$ cat config.mk
export PLATFORM = sky130hd
export DESIGN_NAME = wb_stage_unit
export DESIGN_NICKNAME = d
export VERILOG_FILES = /design/src/rtl/wb_stage_unit_pkg.sv /design/src/rtl/wb_stage_unit_load_align.sv /design/src/rtl/wb_stage_unit.sv
export SDC_FILE = /design/constraint.sdc
export NUM_CORES = 1
export LEC_CHECK = 0
export ABC_AREA = 1
export CORE_ASPECT_RATIO = 0.6
export CORE_MARGIN = 2
export CORE_UTILIZATION = 30
export DETAILED_ROUTE_END_ITERATION = 10
export HOLD_SLACK_MARGIN = 0.05
export SLEW_MARGIN = 20
export SYNTH_ARGS = -nofsm -noshare
export SYNTH_HDL_FRONTEND = slang
export SYNTH_SLANG_ARGS = --single-unit
export TNS_END_PERCENT = 100
$ cat constraint.sdc
create_clock -name clk -period 5.5 [get_ports clk]
set_input_delay 1.1 -clock clk [delete_from_list [all_inputs] [get_ports clk]]
set_output_delay 1.1 -clock clk [all_outputs]
set_load 0.05 [all_outputs]
$ cat src/rtl/wb_stage_unit_pkg.sv
// Shared RISC-V writeback definitions: datapath word, writeback source select, load funct3 codes.
package RISCV_pkg;
  localparam int XLEN = 32;

  typedef logic [XLEN-1:0] word_t;

  // 2'b11 is not named: the writeback mux treats it as ALU.
  typedef enum logic [1:0] {
    WB_ALU = 2'b00,
    WB_MEM = 2'b01,
    WB_PC4 = 2'b10
  } wb_sel_t;

  localparam logic [2:0] F3_LB  = 3'b000;
  localparam logic [2:0] F3_LH  = 3'b001;
  localparam logic [2:0] F3_LW  = 3'b010;
  localparam logic [2:0] F3_LBU = 3'b100;
  localparam logic [2:0] F3_LHU = 3'b101;
endpackage

$ cat src/rtl/wb_stage_unit_load_align.sv
// Load data aligner: picks the byte/half lane from the raw memory word, extends it, flags misalignment.
module load_align
  import RISCV_pkg::*;
#(
  parameter int XLEN = 32
) (
  input  logic [XLEN-1:0] mem_rdata,
  input  logic [2:0]      funct3,
  input  logic [1:0]      addr_lo,
  output logic [XLEN-1:0] aligned,
  output logic            misalign
);
  logic [XLEN-1:0] byte_sh, half_sh;

  assign byte_sh = mem_rdata >> {addr_lo, 3'b000};
  assign half_sh = mem_rdata >> {addr_lo[1], 4'b0000};

  always_comb begin
    aligned  = mem_rdata;
    misalign = 1'b0;
    case (funct3)
      F3_LB:  aligned = {{(XLEN-8){byte_sh[7]}}, byte_sh[7:0]};
      F3_LBU: aligned = {{(XLEN-8){1'b0}}, byte_sh[7:0]};
      F3_LH: begin
        aligned  = {{(XLEN-16){half_sh[15]}}, half_sh[15:0]};
        misalign = addr_lo[0];
      end
      F3_LHU: begin
        aligned  = {{(XLEN-16){1'b0}}, half_sh[15:0]};
        misalign = addr_lo[0];
      end
      // LW and every unassigned encoding behave as a full-word load
      default: misalign = |addr_lo;
    endcase
  end
endmodule

$ cat src/rtl/wb_stage_unit.sv
// MEM/WB pipeline register and register-file write port driver with retire counter.
// Optional same-cycle register-file bypass toward ID when WB_BYPASS_EN is defined.
module wb_stage_unit
  import RISCV_pkg::*;
#(
  parameter int XLEN      = 32,
  parameter int RET_CNT_W = 64
) (
  input  logic                 clk,
  input  logic                 rst,
  input  logic                 stall_i,
  input  logic                 flush_i,
  input  logic                 valid_4,
  input  logic                 reg_wr_4,
  input  logic [4:0]           rd_4,
  input  logic [1:0]           wb_sel_4,
  input  logic [2:0]           funct3_4,
  input  logic [1:0]           addr_lo_4,
  input  logic [XLEN-1:0]      alu_res_4,
  input  logic [XLEN-1:0]      mem_rdata_4,
  input  logic [XLEN-1:0]      pc_plus4_4,
  output logic                 valid_5,
  output logic                 wr_5,
  output logic [4:0]           rd_5,
  output logic [XLEN-1:0]      write_data_5,
  output logic                 misalign_5,
  output logic [RET_CNT_W-1:0] retire_cnt
`ifdef WB_BYPASS_EN
  ,
  input  logic [4:0]           rs1_2,
  input  logic [4:0]           rs2_2,
  input  logic [XLEN-1:0]      rdat1_2,
  input  logic [XLEN-1:0]      rdat2_2,
  output logic [XLEN-1:0]      fwd1_2,
  output logic [XLEN-1:0]      fwd2_2
`endif
);
  logic [XLEN-1:0] ld_data, wb_data;
  logic            ld_mis, mis, wr_en;

  load_align #(.XLEN(XLEN)) u_align (
    .mem_rdata (mem_rdata_4),
    .funct3    (funct3_4),
    .addr_lo   (addr_lo_4),
    .aligned   (ld_data),
    .misalign  (ld_mis)
  );

  always_comb begin
    case (wb_sel_4)
      WB_MEM:  wb_data = ld_data;
      WB_PC4:  wb_data = pc_plus4_4;
      default: wb_data = alu_res_4;
    endcase
    // Alignment only matters for instructions that actually write back a load
    mis   = valid_4 && (wb_sel_4 == WB_MEM) && ld_mis;
    wr_en = valid_4 && reg_wr_4 && (rd_4 != 5'd0) && !mis;
  end

  always_ff @(posedge clk or posedge rst) begin
    if (rst) begin
      valid_5      <= 1'b0;
      wr_5         <= 1'b0;
      misalign_5   <= 1'b0;
      rd_5         <= '0;
      write_data_5 <= '0;
      retire_cnt   <= '0;
    end else if (flush_i) begin
      valid_5    <= 1'b0;
      wr_5       <= 1'b0;
      misalign_5 <= 1'b0;
    end else if (!stall_i) begin
      valid_5      <= valid_4;
      wr_5         <= wr_en;
      misalign_5   <= mis;
      rd_5         <= rd_4;
      write_data_5 <= wb_data;
      if (valid_4 && !mis) retire_cnt <= retire_cnt + 1'b1;
    end
  end

`ifdef WB_BYPASS_EN
  assign fwd1_2 = (wr_5 && (rd_5 == rs1_2)) ? write_data_5 : rdat1_2;
  assign fwd2_2 = (wr_5 && (rd_5 == rs2_2)) ? write_data_5 : rdat2_2;
`endif
endmodule

==> results.md <==
* First-pass GRT wire length at about 38000 um
* Startpoint types: input pin
* Post-Syn Instances at 1000
* CP Class: input pin to register
* Max-slew headroom at 35.2%
* Netlist Area Pre-Place at ~6700 um^2
* H-tree levels at 3
* CTS Root Cell: clkbuf_16
* Die height at roughly 120 um
* Initial antenna violation count at 0
* Data arrival, critical path at about 3.7 ns
* Max cap viols at 0
* Vias per cell at approximately 4.7
* Synth Warn # at 0
* Area grow syn2layout at 40.3%
* Worst Hold End: write_data_5[24]
* Core Rows at 42
* 1st-iter DRT viols at roughly 600
* Maximum fanout along the worst path at 20
* Io pins at 218
* Most common cell after layout, fill and taps aside: nand2_1
* Number of flops mapped to enable cells by yosys at 0
* Share of cells above drive strength 1 at approximately 4.2%
* Setup crit end kind: register
* R2r setup slk at around 3.5 ns
* Worst-case clock buffer depth at 2
* Antenna Nets Post-Route at 0
* Fin crit period at ~3.5 ns
* Hold WC Path Type: register to register
* Post-route cell area at approximately 9400 um^2
* Final Skew at ~0.011 ns
* Slew Limit Fails at 0
* Reg area at between 2000 and 3000 um^2
* Vias post-DR at about 7000
* Top_reg_cell synth: dfrtp_1
* Post-CTS Setup Bufs at 0
* Final Setup Violations at 0
* Initial Util at a little under a third
* Cts bufs inserted at 9
* Diode count at 0
* Min-delay src: write_data_5[24]
* Clock sinks at about 100
* Min Hold Slack at around 0.48 ns
* FILL cells at around 2300
* Synth Register Bits at around 100
* Commonest non-fill, non-tap cells in the layout: nand2_1, clkdlybuf4s50_1, nor2_1
* RR Startpoint: retire_cnt[0]
* WL per Instance at ~16 um
* Seq/Total Area, Yosys at about 39%
* Initial DRT Pass Iterations at 5
* Post_cts resized at 0
* Die Wd at 197 um
* Required time worst endpoint at approximately 5.8 ns
* Status: complete, no violations
* Distinct cells, synth at 36
* Worst r2r dst: retire_cnt[61]
* Period Utilization, post-route at a little over three fifths
* Vias in the first global route at approximately 6500
* Setup TNS at 0 ns
* Worst Tran Pin Value at between 0.9 and 1 ns
* Port Buffers at around 220
* Largest net degree at the start of global routing at 67
* RSZ-0062 raised after global routing: no
* All-layer global routing usage at around a fifth
* Footprint of the multi-input gates at between 3000 and 4000 um^2
* Pwr/cell area at 243 nW/um^2
* DRT Wirelength at roughly 24000 um
* Leak Pwr at approximately 4.4 nW
* Hold path cells at 2
* Avg Synthesized Cell Area at about 6.7 um^2
* DIE AREA at roughly 24000 um^2
* Dpl hpwl at around 19000 um
* Worst IR Drop VDD at roughly 0.26 mV
* Endpoints failing hold at 0
* Placed cell areas at approximately 9100 um^2
* Syn nets at between 1000 and 1500
* CTS tree: built
* Core area at between 20000 and 25000 um^2
* Hold Buf Count CTS at 0
* Final Wtd Congestion at around 0.90
* Async SR Flop Fraction at between 90% and 100%
* Remaining global-route overflow at 0
* Reg2reg path depth at 9
* Power, Total at about 2.3 mW
* Worst skew pair latency at approximately 0.37 ns
* DRC at 0
* Clock-pin slew on the worst setup and hold paths at about 0.08 ns
* Fin nets at 1314
* F_max at about 0.29 GHz
-- worst max-delay path, stage by stage --
cell and delay (ns):
clkdlybuf4s50_1 0.66, inv_2 0.14, nand2_1 0.26, nand3_2 0.21, nand2_2 0.37, inv_2 0.41, nand2_1 0.16, nor2_1 0.19
nand2_1 0.10, xnor2_1 0.13
-- cell usage after synthesis (7+ instances only) --
cell type	count	area share [%]
nand2_1	375	21
nor2_2	7	0.65
nand3_1	44	3.3
o211ai_1	7	0.78
o22ai_1	7	0.65
dfrtp_1	104	39
nor3_1	10	0.75
o21ai_0	17	1.3
nand3b_1	9	1.0
clkbuf_1	25	1.4
xor2_1	23	3.0
a21oi_1	67	5.0
nor2_1	114	6.4
nand4_1	21	2.0
inv_1	113	6.3
xnor2_1	16	2.1
-- cells by family (layout without fill, tap and decap cells) --
kind of cell	count (synthesis)	count (layout)	share of synthesized area (%)
flip-flops	104	104	38.9
adder cells (fa/ha/maj)	3	3	0.561
AND/OR/NAND/NOR	602	602	38.4
AO/OA/AOI/OAI	102	102	8.11
XOR/XNOR	39	39	5.10
buffers and inverters	150	352	8.97
-- registers in the layout, indices dropped and copies added (netlist names) --
signal / count
retire_cnt: 64
write_data_5: 32
rd_5: 5
misalign_5: 1
valid_5: 1
wr_5: 1
-- through the flow --
stage               util [%]  setup WS [ns]  cells
finish                  42.8           2.02   1488
global route            42.8           1.77   1488
CTS                     42.7           2.06   1488
detailed placement      41.4           1.65   1472
global placement        41.4           1.76   1472
floorplan                  -           1.67   1000
-- where the power goes --
part           switching (mW)  internal (mW)  total, mW
clock network           0.334          0.328      0.662
logic                   0.464          0.262      0.726
registers              0.0640          0.832      0.896
-- how the worst max path moves through the flow --
stage / start / endpoint / slack, ns
2_1_floorplan: rst / misalign_5 / 1.67
3_3_place_gp: funct3_4[1] / retire_cnt[27] / 1.76
3_5_place_dp: funct3_4[1] / retire_cnt[27] / 1.65
4_1_cts: funct3_4[1] / retire_cnt[27] / 2.06
5_1_grt: funct3_4[1] / retire_cnt[61] / 1.77
6_report: funct3_4[1] / retire_cnt[27] / 2.02
-- per-layer routing --
layer  wire, um  global-route usage (%)
met1      13000                    34.2
met3       1600                    4.55
met2       9170                    26.9
met4        305                    4.65
met5          0                       0
-- final cells by class --
class / count / area share (%)
Clock buffer: 10 / 2.54
Clock inverter: 6 / 0.546
Inverter: 115 / 4.62
Multi-Input combinational cell: 746 / 37.3
Sequential cell: 104 / 27.7
Tap cell: 286 / 3.81
Timing Repair Buffer: 221 / 23.4
No activity file was read; power rests on OpenSTA's default activity.
